[config.mk]
export PLATFORM = sky130hd
export DESIGN_NAME = mem_port_arbiter
export DESIGN_NICKNAME = d
export VERILOG_FILES = /design/src/rtl/mem_port_arbiter.sv
export SDC_FILE = /design/constraint.sdc
export NUM_CORES = 1
export LEC_CHECK = 0
export ABC_AREA = 1
export CORE_UTILIZATION = 27
export CTS_CLUSTER_DIAMETER = 80
export DETAILED_ROUTE_END_ITERATION = 10
export PLACE_DENSITY_LB_ADDON = 0.2
export SETUP_SLACK_MARGIN = 0.05
export SLEW_MARGIN = 20
export SYNTH_ARGS = -nofsm -noshare
export SYNTH_HDL_FRONTEND = slang
export SYNTH_SLANG_ARGS = --single-unit
[constraint.sdc]
create_clock -name clk_i -period 2 [get_ports clk_i]
set_input_delay 0.4 -clock clk_i [delete_from_list [all_inputs] [get_ports clk_i]]
set_output_delay 0.4 -clock clk_i [all_outputs]
set_load 0.02 [all_outputs]
[src/rtl/mem_port_arbiter.sv]
// Arbitrates instruction fetch and data accesses onto one multi-cycle memory port,
// with starvation protection for fetches and a watchdog for a memory that never acks.
module mem_port_arbiter #(
    parameter int ADDR_W        = 32,
    parameter int DATA_W        = 32,
    parameter int MAX_DM_STREAK = 4,
    parameter int TIMEOUT       = 255
) (
    input  logic              clk_i,
    input  logic              rst_i,
    input  logic              if_req_i,
    input  logic [ADDR_W-1:0] if_addr_i,
    output logic [DATA_W-1:0] if_rdata_o,
    output logic              if_ack_o,
    input  logic              dm_req_i,
    input  logic              dm_we_i,
    input  logic [ADDR_W-1:0] dm_addr_i,
    input  logic [DATA_W-1:0] dm_wdata_i,
    output logic [DATA_W-1:0] dm_rdata_o,
    output logic              dm_ack_o,
    output logic              mem_req_o,
    output logic              mem_we_o,
    output logic [ADDR_W-1:0] mem_addr_o,
    output logic [DATA_W-1:0] mem_wdata_o,
    input  logic [DATA_W-1:0] mem_rdata_i,
    input  logic              mem_ack_i,
    output logic              stall_o,
    output logic              err_o
);

    localparam int STREAK_W = $clog2(MAX_DM_STREAK + 1);
    localparam logic [STREAK_W-1:0] STREAK_MAX = STREAK_W'(MAX_DM_STREAK);
    localparam logic [7:0] WDOG_LAST = 8'(TIMEOUT - 1);

    localparam logic [1:0] IDLE    = 2'd0;
    localparam logic [1:0] IF_BUSY = 2'd1;
    localparam logic [1:0] DM_BUSY = 2'd2;

    logic [1:0]          state_reg;
    logic [STREAK_W-1:0] streak_reg, streak_next;
    logic [7:0]          wdog_reg;
    logic                mem_req_reg, mem_we_reg;
    logic [ADDR_W-1:0]   mem_addr_reg;
    logic [DATA_W-1:0]   mem_wdata_reg;
    logic [DATA_W-1:0]   if_rdata_reg, dm_rdata_reg;
    logic                if_ack_reg, dm_ack_reg, err_reg;

    logic can_grant, grant_if, grant_dm, wdog_expire, finish;

    // The ack cycle is an enforced idle cycle: no grant is issued while an ack is out.
    always_comb begin
        can_grant   = (state_reg == IDLE) && !if_ack_reg && !dm_ack_reg;
        grant_if    = can_grant && if_req_i && (!dm_req_i || (streak_reg == STREAK_MAX));
        grant_dm    = can_grant && dm_req_i && !grant_if;
        wdog_expire = (wdog_reg == WDOG_LAST) && !mem_ack_i;
        finish      = ((state_reg == IF_BUSY) || (state_reg == DM_BUSY)) &&
                      (mem_ack_i || wdog_expire);
    end

    always_comb begin
        streak_next = streak_reg;
        if (grant_if) begin
            streak_next = '0;
        end else if (grant_dm) begin
            if (!if_req_i)
                streak_next = '0;
            else if (streak_reg != STREAK_MAX)
                streak_next = streak_reg + STREAK_W'(1);
        end
    end

    always_ff @(posedge clk_i) begin
        if (rst_i) begin
            state_reg     <= IDLE;
            streak_reg    <= '0;
            wdog_reg      <= '0;
            mem_req_reg   <= 1'b0;
            mem_we_reg    <= 1'b0;
            mem_addr_reg  <= '0;
            mem_wdata_reg <= '0;
            if_rdata_reg  <= '0;
            dm_rdata_reg  <= '0;
            if_ack_reg    <= 1'b0;
            dm_ack_reg    <= 1'b0;
            err_reg       <= 1'b0;
        end else begin
            if_ack_reg <= 1'b0;
            dm_ack_reg <= 1'b0;
            streak_reg <= streak_next;
            case (state_reg)
                IDLE: begin
                    wdog_reg <= '0;
                    if (grant_if) begin
                        state_reg     <= IF_BUSY;
                        mem_req_reg   <= 1'b1;
                        mem_we_reg    <= 1'b0;
                        mem_addr_reg  <= if_addr_i;
                        mem_wdata_reg <= '0;
                    end else if (grant_dm) begin
                        state_reg     <= DM_BUSY;
                        mem_req_reg   <= 1'b1;
                        mem_we_reg    <= dm_we_i;
                        mem_addr_reg  <= dm_addr_i;
                        mem_wdata_reg <= dm_wdata_i;
                    end
                end
                IF_BUSY, DM_BUSY: begin
                    if (finish) begin
                        state_reg   <= IDLE;
                        mem_req_reg <= 1'b0;
                        wdog_reg    <= '0;
                        if (!mem_ack_i)
                            err_reg <= 1'b1;
                        // A timed-out or store transaction returns zero data.
                        if (state_reg == IF_BUSY) begin
                            if_ack_reg   <= 1'b1;
                            if_rdata_reg <= mem_ack_i ? mem_rdata_i : '0;
                        end else begin
                            dm_ack_reg   <= 1'b1;
                            dm_rdata_reg <= (mem_ack_i && !mem_we_reg) ? mem_rdata_i : '0;
                        end
                    end else begin
                        wdog_reg <= wdog_reg + 8'd1;
                    end
                end
                default: begin
                    state_reg   <= IDLE;
                    mem_req_reg <= 1'b0;
                end
            endcase
        end
    end

    assign if_rdata_o  = if_rdata_reg;
    assign if_ack_o    = if_ack_reg;
    assign dm_rdata_o  = dm_rdata_reg;
    assign dm_ack_o    = dm_ack_reg;
    assign mem_req_o   = mem_req_reg;
    assign mem_we_o    = mem_we_reg;
    assign mem_addr_o  = mem_addr_reg;
    assign mem_wdata_o = mem_wdata_reg;
    assign err_o       = err_reg;
    assign stall_o     = (if_req_i & ~if_ack_reg) | (dm_req_i & ~dm_ack_reg);

endmodule

Word level (Yosys, flattened, before mapping)
Index checks and enable logic that the tools add are counted.
- mux-type cells: 22
- reductions and logical operators: 30
- bitwise gates (word level): 9
- add/subtract/negate cells: 2
- equal/unequal tests: 8
- operator list (kind ; count):
    $mux 32 ; 6
    $pmux 8 s2 ; 1
    $logic_and 1x1->1 ; 9
    $reduce_and 3->1 ; 3
    $add 8x1->8 const B ; 1
    $eq 8x8->1 const B ; 1
    $mux 8 ; 1
    $mux 1 ; 7
    $logic_not 1->1 ; 6
    $mux 2 ; 3
    $mux 3 ; 2
    $ne 3x3->1 const B ; 2
    $not 1->1 ; 6
    $reduce_and 2->1 ; 3
    $pmux 2 s2 ; 1
    $reduce_bool 2->1 ; 2
    $reduce_or 2->1 ; 2
    $add 3x1->3 const B ; 1
    $eq 3x3->1 const B ; 1
    $logic_or 1x1->1 ; 3
    $reduce_or 3->1 ; 1
    $and 1x1->1 ; 2
    $eq 2x1->1 const B ; 1
    $eq 2x2->1 const B ; 1
    other kinds (5) ; 5
- register bits after elaboration: 146

Depth between registers and ports, before layout
Gate-level depths: netlist of run 1.
- depth after elaboration: 10
- mapped depth: 11

Worst setup path before layout of run 1
Ideal clock, no wire load.
- kind: reg-to-reg
- start point: reg state_reg[0]
- end point: reg mem_wdata_reg[10], in the netlist mem_wdata_o[10]
- clock period less this slack: 1.525 ns
- setup slack: 0.475 ns
- data required time: 1.936 ns
- cell stages (with the launch flop): 11
- library setup time: 0.064 ns
- arrival: 1.461 ns
- cell sequence: dfxtp_1 > inv_1 > ha_1 > inv_1 > nor2_4 > nand3_2 > nand2_1 > inv_2 > clkbuf_1 > a21oi_1 > nor2_1
- word-level cells in the longest chain between the ends: 9
- elaborated cells between the ends (all ways): 11
- those cells by class: 1 x mux; 10 x reduce/logical
- ends and longest elaborated chain (item ; RTL line ; RTL):
    start, declared ; 39 ; logic [1:0] state_reg;
    start signal, assigned ; 74 ; state_reg <= IDLE;
    start signal, assigned ; 94 ; state_reg <= IF_BUSY;
    start signal, assigned ; 100 ; state_reg <= DM_BUSY;
    $logic_not 2->1 (*) ; 52, 90 ;
    $logic_and 1x1->1 (2 in series) ; 52 ; can_grant = (state_reg == IDLE) && !if_ack_reg && !dm_ack_reg;
    $logic_and 1x1->1 (2 in series) ; 53 ; grant_if = can_grant && if_req_i && (!dm_req_i || (streak_reg == STREAK_MAX));
    $logic_not 1->1 ; 54 ; grant_dm = can_grant && dm_req_i && !grant_if;
    $logic_and 1x1->1 ; 54 ;
    $reduce_bool 2->1 (no line) ; -- ;
    $reduce_and 2->1 (no line) ; -- ;
    end signal, assigned ; 104 ; mem_wdata_reg <= dm_wdata_i;
    end, declared ; 44 ; logic [DATA_W-1:0] mem_wdata_reg;
Mark *: on every way between the ends. The rest lies on a longest branch, timed or not.
A chain may end at the register's enable or synchronous reset.

Final worst setup path of run 1
- start point: in if_req_i
- end point: out stall_o
- word-level cells in the longest chain between the ends: 2
- ends and longest elaborated chain (item ; RTL line ; RTL):
    start, declared ; 11 ; input logic if_req_i,
    $and 1x1->1 ; 143 ; assign stall_o = (if_req_i & ~if_ack_reg) | (dm_req_i & ~dm_ack_reg);
    $or 1x1->1 ; 143 ;
    end, declared ; 27 ; output logic stall_o,
No other way between the ends.

==> metrics.cfg, run 1 <==
[synth]
synth_area_leader_cell = dfxtp_1
synthesis.nets = 1053
seq_area_frac_synth_pct = 46.5
synth_seq_cells = 146
postSynthAreaPerCell_um2 = 6.89
synth_area_leaders = dfxtp_1 46%, nor2_1 12%, nand2_1 10%
yosys.area.top_type_share_pct = 46.5
ys_warn_count = 0
synth.most_common_cell = nor2_1
synthArstFlopShare_pct = 0
netlist_top_cells_count = 209 x nor2_1, 175 x nand2_1, 146 x dfxtp_1
yosysUniqueCellTypes = 26
synth_cells = 912
synth_ff_type = dfxtp_1
synth-edff-count = 0
syn-cell-area_um2 = 6290

[routing]
dr.pass1.iters = 4
postRouteAntennaNets = 0
drcViolationCount = 0
wl_mm = 19.0
vias = 6212
viasPerCell = 4.23
drt_iter0_markers = 250
routedWlPerCell_um = 13.0

[final_layout]
final_cells = 1467
fillers = 2342
nets = 1310
n_antenna_cell = 0
area_delta_synth_final_pct = 57.7
drive_gt1_share_pct = 6.09

[sta]
period_share_pct = 91.8
fmax_mhz = 545
min_period_ns = 1.84
rsz0062_at_grt = no
slew_headroom_pct = 73.8
hold_violations = 0
worst_pin_slew_ns = 0.394
finalSetupViolCount = 0
drv_slew = 0
setup_tns_ns = 0
fin_hold_ws_ns = 0.457
clock_skew_ns = 0.0116

[critical_path]
worstPathCellList = clkdlybuf4s50_1 > inv_1 > buf_4 > o22ai_1 > buf_4
crit_family = buffers and inverters
r2r_start = state_reg[0]$_SDFFE_PP0P_
critical_path_class = in2out
slowest_stage = clkdlybuf4s50_1
cp_data_required_time_ns = 1.60
reg2reg_depth = 11
crit_cells = 5
critPathCaptureType = output pin
path_buf_inv = 4
cp_slowest_stage_delay_ns = 0.47
r2r_end = mem_addr_o[16]$_SDFFE_PP0P_
r2r_setup_slack_ns = 0.28
cp_max_fo = 2
cp-start-kind = primary input
crit_path_frequent_cell = buf_4
critPathArrivalTime_ns = 1.44

[global_route]
grt_pass1_wl_mm = 30.4
grt_pass1_vias = 5879
grt_overflow = 0
antenna_found_initial = 0
grt_max_degree = 51
gr-usage-all-layers_pct = 16.1

[floorplanning]
fp.dieH_um = 155
io-pin-count = 268
dieWidth_um = 155
core_area_um2 = 22700
initial_core_util_pct = 27.7
die_area_um2 = 23900
rows = 55

[pwr]
power_density_nw_per_um2 = 1080
leakage_nw = 4.38
vdd_drop_max_uv = 576

[clock_tree]
ctsHoldBuffers = 0
clkSlewWorstSetupHoldPaths_ns = 0.06
cts-htree-levels = 4
clk_latency_ns = 0.42
cts_sinks = 146
cts_root_buf = clkbuf_16
cts_tree = built
cts_buffers = 17
clockBufferDepth = 2

[placement]
io_buffers = 267
hpwl_mm = 13.4
place_congestion = 0.764
dp.cells = 1435

[min_path]
holdPathStages = 2
worstHoldEndpoint = err_o$_SDFFE_PP0P_
hold_path_class = reg2reg
hp-start = err_o$_SDFFE_PP0P_

[job]
drv_cap = 0

[run_status]
status = complete, no violations

[power by group]
part | leakage (nW) | total (mW) | internal, mW | switching [mW]
Sequential | 1.20 | 3.70 | 3.43 | 0.270
Combinational | 2.89 | 3.70 | 1.68 | 2.03
Clock | 0.292 | 3.28 | 1.91 | 1.37
Total | 4.38 | 10.7 | 7.02 | 3.66
[final cells by class]
| cell class | count | area, µm² | area share, % |
|---|---|---|---|
| timing repair buffer | 292 | 2950 | 29.7 |
| tap | 285 | 357 | 3.60 |
| inverter | 114 | 428 | 4.32 |
| clock inverter | 14 | 168 | 1.69 |
| sequential | 146 | 2920 | 29.5 |
| clock buffer | 18 | 439 | 4.43 |
| multi-input combinational | 598 | 2660 | 26.8 |
[cell usage in the layout, fill, tap and decap left out, types with 7 or more instances in the layout]
cell type	instances
clkdlybuf4s50_1	264
nor2_1	208
nand2_1	175
dfxtp_1	146
inv_1	111
a21oi_1	102
o21ai_1	41
o21ai_0	27
buf_4	19
clkbuf_16	17
nand3_1	8
nand4_1	7
ha_1	7
buf_12	7
[metrics by stage]
step | power [mW] | instance area (µm²) | setup slack [ns] | util [%]
after global routing | 11.4 | 9920 | 0.0703 | 43.7
after detailed placement | 7.49 | 9310 | -0.00688 | 41.0
after floorplan | 5.76 | 6290 | 0.475 | -
after global placement | 7.48 | 9310 | 0.0258 | 41.0
final | 10.7 | 9920 | 0.164 | 43.7
after CTS | 10.8 | 9910 | 0.0683 | 43.7
[worst min-delay path, delay by kind of cell (launching register included)]
| kind | cells | cell delay (ns) |
|---|---|---|
| flip-flops | 1 | 0.31 |
| AO/OA/AOI/OAI | 1 | 0.05 |
| buffers and inverters | 1 | 0.05 |
[per-layer routing]
layer / routed length [µm] / part of all wire, % / GRT usage (%) / up-vias
li1: - / - / - / 3319
met1: 8530 / 45 / 19.5 / 2682
met2: 8530 / 45 / 26.0 / 198
met3: 1750 / 9.2 / 6.50 / 13
met4: 218 / 1.1 / 4.86 / 0
met5: 0 / 0 / 0 / -
[worst max-delay path by stage]
stage,from,to
after floorplan,state_reg[0]$_SDFFE_PP0P_,mem_wdata_o[10]$_SDFFE_PP0P_
after global placement,if_req_i,mem_addr_o[12]$_SDFFE_PP0P_
after detailed placement,if_req_i,mem_addr_o[13]$_SDFFE_PP0P_
after CTS,if_ack_o$_SDFF_PP0_,if_ack_o
after global routing,state_reg[0]$_SDFFE_PP0P_,mem_addr_o[26]$_SDFFE_PP0P_
final,if_req_i,stall_o
[timing repair]
item                       4_1_cts  5_1_grt
resized for setup                1        1
setup endpoints to repair        1        1
setup buffers                    0        0
[kinds of logic after synthesis]
| family | share of synthesized area (%) |
|---|---|
| AO/OA/AOI/OAI | 13.6 |
| AND/OR/NAND/NOR | 26.3 |
| flip-flops | 46.5 |
| adder cells (fa/ha/maj) | 1.39 |
| buffers and inverters | 11.3 |
| XOR/XNOR | 0.836 |
Note: power is estimated with default switching activity, not from simulation.
==> run 2: changes to the inputs <==
Settings changed: SLEW_MARGIN 20 to not set.
==> results of run 2 <==
Same layout as run 1: the final DEF is identical, and so are final timing and power.
